==> config.mk <==
export PLATFORM = sky130hd
export DESIGN_NAME = hilo_muldiv_sequencer
export DESIGN_NICKNAME = d
export VERILOG_FILES = /design/src/rtl/hilo_muldiv_sequencer.sv
export SDC_FILE = /design/constraint.sdc
export NUM_CORES = 1
export LEC_CHECK = 0
export BUFFER_PORTS_ARGS = -buffer_cell sky130_fd_sc_hd__buf_2
export CORE_MARGIN = 2
export CORE_UTILIZATION = 60
export CTS_BUF_LIST = sky130_fd_sc_hd__clkbuf_4 sky130_fd_sc_hd__clkbuf_8 sky130_fd_sc_hd__clkbuf_16
export CTS_CLUSTER_SIZE = 20
export DETAILED_ROUTE_END_ITERATION = 10
export PLACE_DENSITY = 0.8
export SLEW_MARGIN = 20
export SYNTH_ARGS = -nofsm -noshare
export SYNTH_HDL_FRONTEND = slang
export SYNTH_SLANG_ARGS = --single-unit
==> constraint.sdc <==
create_clock -name clk -period 6.2 [get_ports clk]
set_input_delay 0.62 -clock clk [delete_from_list [all_inputs] [get_ports clk]]
set_output_delay 0.62 -clock clk [all_outputs]
set_load 0.05 [all_outputs]
==> src/rtl/hilo_muldiv_sequencer.sv <==
`default_nettype none
// +----------------------------------------------------------------------+
// | hilo_muldiv_sequencer: HI/LO owner, 32-step radix-2 mul/div engine  |
// | Rev 1.0                                                              |
// +----------------------------------------------------------------------+
module hilo_muldiv_sequencer (
  input  logic        clk,
  input  logic        reset,
  input  logic        start,
  input  logic [4:0]  alu_control,
  input  logic [31:0] A,
  input  logic [31:0] B,
  input  logic        read_hi,
  input  logic        read_lo,
  output logic        busy,
  output logic        stall,
  output logic        done,
  output logic [31:0] HI_output,
  output logic [31:0] LO_output
);

  localparam logic [4:0] C_OP_MULT  = 5'b10000;
  localparam logic [4:0] C_OP_MULTU = 5'b10001;
  localparam logic [4:0] C_OP_DIV   = 5'b10010;
  localparam logic [4:0] C_OP_DIVU  = 5'b10011;
  localparam logic [4:0] C_OP_MTLO  = 5'b10101;
  localparam logic [4:0] C_OP_MTHI  = 5'b10110;

  typedef enum logic [1:0] {S_IDLE, S_MUL, S_DIV, S_FIXUP} state_t;

  state_t      state_q, state_d;
  logic [4:0]  cnt_q, cnt_d;
  logic [31:0] hi_q, hi_d, lo_q, lo_d;
  logic        done_q, done_d;
  // acc: upper product half / remainder; quo: multiplier+lower half / quotient
  logic [31:0] acc_q, acc_d, quo_q, quo_d, dvs_q, dvs_d;
  logic        neg_res_q, neg_res_d, neg_rem_q, neg_rem_d, op_mul_q, op_mul_d;

  logic        w_signed;
  logic [31:0] w_a_mag, w_b_mag;
  logic [32:0] w_mul_sum;
  logic [32:0] w_div_shift;
  logic [33:0] w_div_diff;
  logic [63:0] w_prod;

  assign w_signed    = (alu_control == C_OP_MULT) || (alu_control == C_OP_DIV);
  // Magnitudes wrap modulo 2^32, so 0x80000000 stays 0x80000000 unsigned
  assign w_a_mag     = (w_signed && A[31]) ? (32'd0 - A) : A;
  assign w_b_mag     = (w_signed && B[31]) ? (32'd0 - B) : B;
  assign w_mul_sum   = {1'b0, acc_q} + (quo_q[0] ? {1'b0, dvs_q} : 33'd0);
  assign w_div_shift = {acc_q, quo_q[31]};
  assign w_div_diff  = {1'b0, w_div_shift} - {2'b00, dvs_q};
  assign w_prod      = neg_res_q ? (64'd0 - {acc_q, quo_q}) : {acc_q, quo_q};

  always_comb begin
    state_d   = state_q;
    cnt_d     = cnt_q;
    hi_d      = hi_q;
    lo_d      = lo_q;
    done_d    = 1'b0;
    acc_d     = acc_q;
    quo_d     = quo_q;
    dvs_d     = dvs_q;
    neg_res_d = neg_res_q;
    neg_rem_d = neg_rem_q;
    op_mul_d  = op_mul_q;
    case (state_q)
      S_IDLE: begin
        if (start) begin
          case (alu_control)
            C_OP_MTLO: lo_d = A;
            C_OP_MTHI: hi_d = A;
            C_OP_MULT, C_OP_MULTU: begin
              acc_d     = 32'd0;
              quo_d     = w_b_mag;
              dvs_d     = w_a_mag;
              neg_res_d = w_signed & (A[31] ^ B[31]);
              neg_rem_d = 1'b0;
              op_mul_d  = 1'b1;
              cnt_d     = 5'd0;
              state_d   = S_MUL;
            end
            C_OP_DIV, C_OP_DIVU: begin
              // Divide by zero is a silent no-op on HI/LO
              if (B != 32'd0) begin
                acc_d     = 32'd0;
                quo_d     = w_a_mag;
                dvs_d     = w_b_mag;
                neg_res_d = w_signed & (A[31] ^ B[31]);
                neg_rem_d = w_signed & A[31];
                op_mul_d  = 1'b0;
                cnt_d     = 5'd0;
                state_d   = S_DIV;
              end
            end
            default: ;
          endcase
        end
      end
      S_MUL: begin
        acc_d = w_mul_sum[32:1];
        quo_d = {w_mul_sum[0], quo_q[31:1]};
        cnt_d = cnt_q + 5'd1;
        if (cnt_q == 5'd31) state_d = S_FIXUP;
      end
      S_DIV: begin
        if (!w_div_diff[33]) begin
          acc_d = w_div_diff[31:0];
          quo_d = {quo_q[30:0], 1'b1};
        end else begin
          acc_d = w_div_shift[31:0];
          quo_d = {quo_q[30:0], 1'b0};
        end
        cnt_d = cnt_q + 5'd1;
        if (cnt_q == 5'd31) state_d = S_FIXUP;
      end
      S_FIXUP: begin
        if (op_mul_q) begin
          hi_d = w_prod[63:32];
          lo_d = w_prod[31:0];
        end else begin
          lo_d = neg_res_q ? (32'd0 - quo_q) : quo_q;
          hi_d = neg_rem_q ? (32'd0 - acc_q) : acc_q;
        end
        done_d  = 1'b1;
        state_d = S_IDLE;
      end
      default: state_d = S_IDLE;
    endcase
  end

  always_ff @(posedge clk or posedge reset) begin
    if (reset) begin
      state_q   <= S_IDLE;
      cnt_q     <= 5'd0;
      hi_q      <= 32'd0;
      lo_q      <= 32'd0;
      done_q    <= 1'b0;
      acc_q     <= 32'd0;
      quo_q     <= 32'd0;
      dvs_q     <= 32'd0;
      neg_res_q <= 1'b0;
      neg_rem_q <= 1'b0;
      op_mul_q  <= 1'b0;
    end else begin
      state_q   <= state_d;
      cnt_q     <= cnt_d;
      hi_q      <= hi_d;
      lo_q      <= lo_d;
      done_q    <= done_d;
      acc_q     <= acc_d;
      quo_q     <= quo_d;
      dvs_q     <= dvs_d;
      neg_res_q <= neg_res_d;
      neg_rem_q <= neg_rem_d;
      op_mul_q  <= op_mul_d;
    end
  end

  assign busy      = (state_q != S_IDLE);
  assign stall     = busy & (start | read_hi | read_lo);
  assign done      = done_q;
  assign HI_output = hi_q;
  assign LO_output = lo_q;

endmodule
`default_nettype wire

== Word level (Yosys, flattened, before mapping) ==
Cells that the tools add are included.

* Register bits after elaboration: 171
* Input bits: 74
* Output and inout bits: 67
* Word-level logic and storage cells: 103

* $add $sub $neg: 8
* Eq/ne operators: 17
* Multiplexer cells: 42
* Bitwise logic cells: 6
* Reduce and logical (&&, ||, !) cells: 19

{| class="wikitable"
|+ Operators with widths
! kind !! count
|-
| $mux 32 || 17
|-
| $pmux 32 s2 || 5
|-
| $pmux 32 s3 || 2
|-
| $sub 1x32->32 const A || 4
|-
| $mux 64 || 1
|-
| $sub 1x64->64 const A || 1
|-
| $eq 5x5->1 const B || 7
|-
| $sub 33x32->34 || 1
|-
| $add 32x32->33 || 1
|-
| $reduce_bool 32->1 || 1
|-
| $pmux 5 s2 || 2
|-
| $reduce_and 4->1 || 4
|-
| $mux 5 || 2
|-
| $reduce_bool 2->1 || 4
|-
| $mux 2 || 3
|-
| $ne 2x1->1 const B || 3
|-
| $pmux 1 s2 || 3
|-
| $pmux 2 s3 || 1
|-
| $reduce_and 3->1 || 2
|-
| $reduce_or 2->1 || 3
|-
| $add 5x1->5 const B || 1
|-
| $mux 1 || 5
|-
| $eq 2x2->1 const B || 2
|-
| $ne 2x2->1 const B || 2
|-
| other kinds (11) || 15
|}

== Longest topological paths before layout ==
* Depth in word-level cells: 8
* Mapped depth: 14
* Depth with buffers taken out: 13

== Worst setup path after synthesis ==
No wires, ideal clock.

* Path kind: register -> register
* Start point: reg quo_q[0]
* End point: reg acc_q[28]
* Setup time: 138 ps
* Data arrival time: 3358 ps
* Data required time: 6062 ps
* Slack: 2704 ps
* Cell stages (with the launch flop): 14
* Path buffers: 1
* Cells stage by stage: dfrtp_1 -> inv_1 -> clkbuf_1 -> nor2_1 -> ha_1 -> a21o_1 -> a221o_1 -> a32o_1 -> and3_1 -> a221oi_1 -> o21ai_0 -> o31a_1 -> xnor2_1 -> o221ai_1

* Cells in the longest elaborated chain, start to end: 3

{| class="wikitable"
|+ RTL lines
! what !! line !! RTL
|-
| start, declared || 36 || <nowiki>logic [31:0] acc_q, acc_d, quo_q, quo_d, dvs_q, dvs_d;</nowiki>
|-
| start signal, assigned || 152 || <nowiki>quo_q <= quo_d;</nowiki>
|-
| $mux 32 || 50 || <nowiki>assign w_mul_sum = {1'b0, acc_q} + (quo_q[0] ? {1'b0, dvs_q} : 33'd0);</nowiki>
|-
| $add 32x32->33 || 50 ||
|-
| $pmux 32 s3 || 67 || <nowiki>case (state_q)</nowiki>
|-
| end signal, assigned || 139 || <nowiki>acc_q <= 32'd0;</nowiki>
|-
| end signal, assigned || 151 || <nowiki>acc_q <= acc_d;</nowiki>
|-
| end, declared || 36 ||
|}

Every way passes these cells.
A chain may end at the register's enable or synchronous reset.

== Worst setup path after layout ==
Same ends and word-level chain as after synthesis.

==> flow_summary.json <==
{
  "status": "complete, no violations",
  "syn_area_um2": 14900,
  "cts_sinks": 171,
  "ctsResizeCount": 0,
  "met3_usage": 0.0809,
  "ys_top_cells_by_area": "dfrtp_1 29%, o21ai_0 7.2%, ha_1 6.2%, nand2_1 6.2%, xor2_1 5.2%",
  "wl_per_cell_um": 21.9,
  "max-slew-margin-rel": 0.279,
  "critical_path_required_ns": 6.52,
  "fmax_mhz": 221,
  "io_buffers": 140,
  "synth.distinct_cells": 73,
  "synth_warnings": 0,
  "cts_tree": "built",
  "cp_data_arrival_time_ns": 4.85,
  "gr-usage-met1": 0.565,
  "grt_pass1_vias": 13617,
  "grt_pass1_wl_um": 78400,
  "final_cell_area_um2": 16300,
  "rr_endpoint": "acc_q[28]$_DFFE_PP0P_",
  "cp-start-kind": "flop",
  "drt-total-wl_um": 50800,
  "drv_cap": 0,
  "slew_viol_final": 0,
  "power.density_nw_per_um2": 589,
  "fp-row-count": 57,
  "n_antenna_cell": 0,
  "hold_ws_ns": 0.172,
  "dr.pass1.iters": 6,
  "power.leakage_nw": 7.45,
  "antenna_found_initial": 0,
  "worst-setup-path-type": "flop to flop",
  "rsz0062_at_grt": "no",
  "cts.path.max_buffers": 2,
  "die_height_um": 161,
  "syn_avg_cell_area_um2": 7.74,
  "synth_edf_count": 0,
  "grt_start_max_net_pins": 104,
  "yosysTopAreaCell": "dfrtp_1",
  "hold_viol_final": 0,
  "fin_crit_ns": 4.53,
  "yosysTopAreaCellShare": 0.288,
  "tightest_slew_ns": 1.08,
  "viasPerCell": 6.57,
  "synthToLayoutAreaGrowth_pct": 9.63,
  "drive_gt1_frac": 0.117,
  "drc": 0,
  "final.period_utilization": 0.730,
  "synthArstFlopShare": 1.00,
  "vdd_drop_max_uv": 446,
  "mostFrequentLayoutCells": "244 x nand2_1, 213 x o21ai_0, 203 x nor2_1",
  "hold_class": "input pin to asynchronous set/reset pin",
  "place_area_um2": 15700,
  "vias": 15233,
  "clk_latency_ns": 0.46,
  "ys_seq_elements": 171,
  "ctsHtreeMaxLevel": 4,
  "dp.cells": 2287,
  "holdBufCountCts": 0,
  "core_um2": 24300,
  "initial_core_util": 0.611,
  "io_pins": 141,
  "setup_viol": 0,
  "cts_setup_buffers": 0,
  "fin_nets": 2132,
  "finalNonFillerCells": 2319,
  "clk_transition_reported_paths_ns": 0.07,
  "total_power_mw": 9.60,
  "reg2regPathDepth": 13,
  "numCtsBuffers": 17,
  "drt-initial-drc-count": 1931,
  "top_usage_layer": "met2",
  "fin_tns_setup_ns": 0,
  "grtUsageMet2": 0.567,
  "rr_startpoint": "quo_q[0]$_DFFE_PP0P_",
  "dpl.hpwl_um": 38700,
  "syn_nets": 2069,
  "die_x_um": 161,
  "path_max_fanout": 19,
  "ys_seq_area_frac": 0.288,
  "endpoint_kind": "flop",
  "cts_root_buffer": "clkbuf_16",
  "synthCells": 1919,
  "synth_ff_type": "dfrtp_1",
  "r2r_setup_slack_ns": 1.67,
  "ant_nets": 0,
  "final_common_cell": "nand2_1",
  "fin_worst_skew_ns": 0.0148,
  "gr-total-overflow": 0,
  "gp_congestion": 1.07,
  "grt_usage": 0.390,
  "die_area_um2": 26000
}
-- routing by layer --
| metal | part of all wire | vias up |
|---|---|---|
| li1 | - | 7032 |
| met1 | 0.42 | 7158 |
| met2 | 0.42 | 933 |
| met3 | 0.12 | 110 |
| met4 | 0.042 | 0 |
| met5 | 0 | - |
-- state kept, by name, indices dropped and copies added (netlist names) --
register	cells
HI_output	32
LO_output	32
acc_q	32
dvs_q	32
quo_q	32
cnt_q	5
state_q	2
done	1
neg_rem_q	1
neg_res_q	1
op_mul_q	1
-- critical path, cell delays in order, from the launching register on --
cell      delay, ns
dfrtp_1        0.43
inv_1          0.53
buf_4          0.33
nor2_1         0.07
ha_1           0.34
and2_1         0.18
a221o_1        0.36
a32o_1         0.29
and3_1         0.18
a221oi_1       0.72
o21ai_0        0.36
o31a_1         0.33
xnor2_1        0.15
o221ai_1       0.13
-- Yosys cell counts (all sizes together) (4+ instances only) --
| library cell | number |
|---|---|
| ha | 74 |
| a221oi | 28 |
| a2111oi | 4 |
| a21o | 50 |
| o21ai | 214 |
| nand2 | 245 |
| and2 | 11 |
| and3 | 14 |
| a211oi | 31 |
| o41ai | 16 |
| xnor2 | 83 |
| dfrtp | 171 |
| nor2 | 203 |
| nand3 | 34 |
| nor3 | 37 |
| mux2 | 19 |
| nor4b | 4 |
| or2 | 5 |
| xor2 | 89 |
| o22a | 4 |
| mux2i | 31 |
| or3 | 17 |
| a221o | 16 |
| o31ai | 47 |
| or4 | 16 |
| nor2b | 15 |
| buf | 20 |
| a31oi | 18 |
| a32oi | 4 |
| o211ai | 5 |
| o21a | 10 |
| nand4 | 7 |
| inv | 62 |
| o21bai | 4 |
| nand2b | 22 |
| nor4 | 14 |
| clkbuf | 91 |
| a21oi | 136 |
-- cell type report --
cell class	count	area (um^2)
clock inverters	13	110
inverters	63	241
flip-flops and latches	171	4280
clock buffers	19	447
well taps	324	405
repair buffers	155	813
multi-input cells	1574	9990
fillers	2097	8040
-- where the power goes --
group	switching (mW)	internal, mW	total, mW
registers	0.683	1.61	2.30
clock network	0.521	0.540	1.06
logic	4.09	2.15	6.24
total	5.30	4.30	9.60
-- worst max path at each step --
| stage | from | endpoint | slack, ns | cells past startpoint |
|---|---|---|---|---|
| floorplan | reset | HI_output[0]$_DFFE_PP0P_ | 0.95 | 1 |
| global placement | quo_q[0]$_DFFE_PP0P_ | acc_q[28]$_DFFE_PP0P_ | 1.83 | 13 |
| detailed placement | quo_q[0]$_DFFE_PP0P_ | acc_q[28]$_DFFE_PP0P_ | 1.77 | 13 |
| CTS | quo_q[0]$_DFFE_PP0P_ | acc_q[28]$_DFFE_PP0P_ | 1.75 | 13 |
| global route | quo_q[0]$_DFFE_PP0P_ | acc_q[28]$_DFFE_PP0P_ | 1.42 | 13 |
| finish | quo_q[0]$_DFFE_PP0P_ | acc_q[28]$_DFFE_PP0P_ | 1.67 | 13 |
-- through the flow --
step / setup slack [ns] / util
after global placement: 1.83 / 0.646
after CTS: 1.75 / 0.669
after detailed placement: 1.77 / 0.646
final: 1.67 / 0.670
after floorplan: 0.948 / -
after global routing: 1.42 / 0.670
-- kinds of logic (layout without fill, tap and decap cells) --
| family | count (synthesis) | in the layout | share of synthesized area |
|---|---|---|---|
| buffers and inverters | 174 | 250 | 0.0457 |
| DFF | 171 | 171 | 0.288 |
| AOI/OAI and AO/OA | 624 | 624 | 0.266 |
| adders and majority gates | 76 | 76 | 0.0650 |
| muxes | 50 | 50 | 0.0353 |
| xor gates and xnor gates | 172 | 172 | 0.101 |
| and+or+nand+nor | 652 | 652 | 0.198 |
No activity file was read; power rests on OpenSTA's default activity.
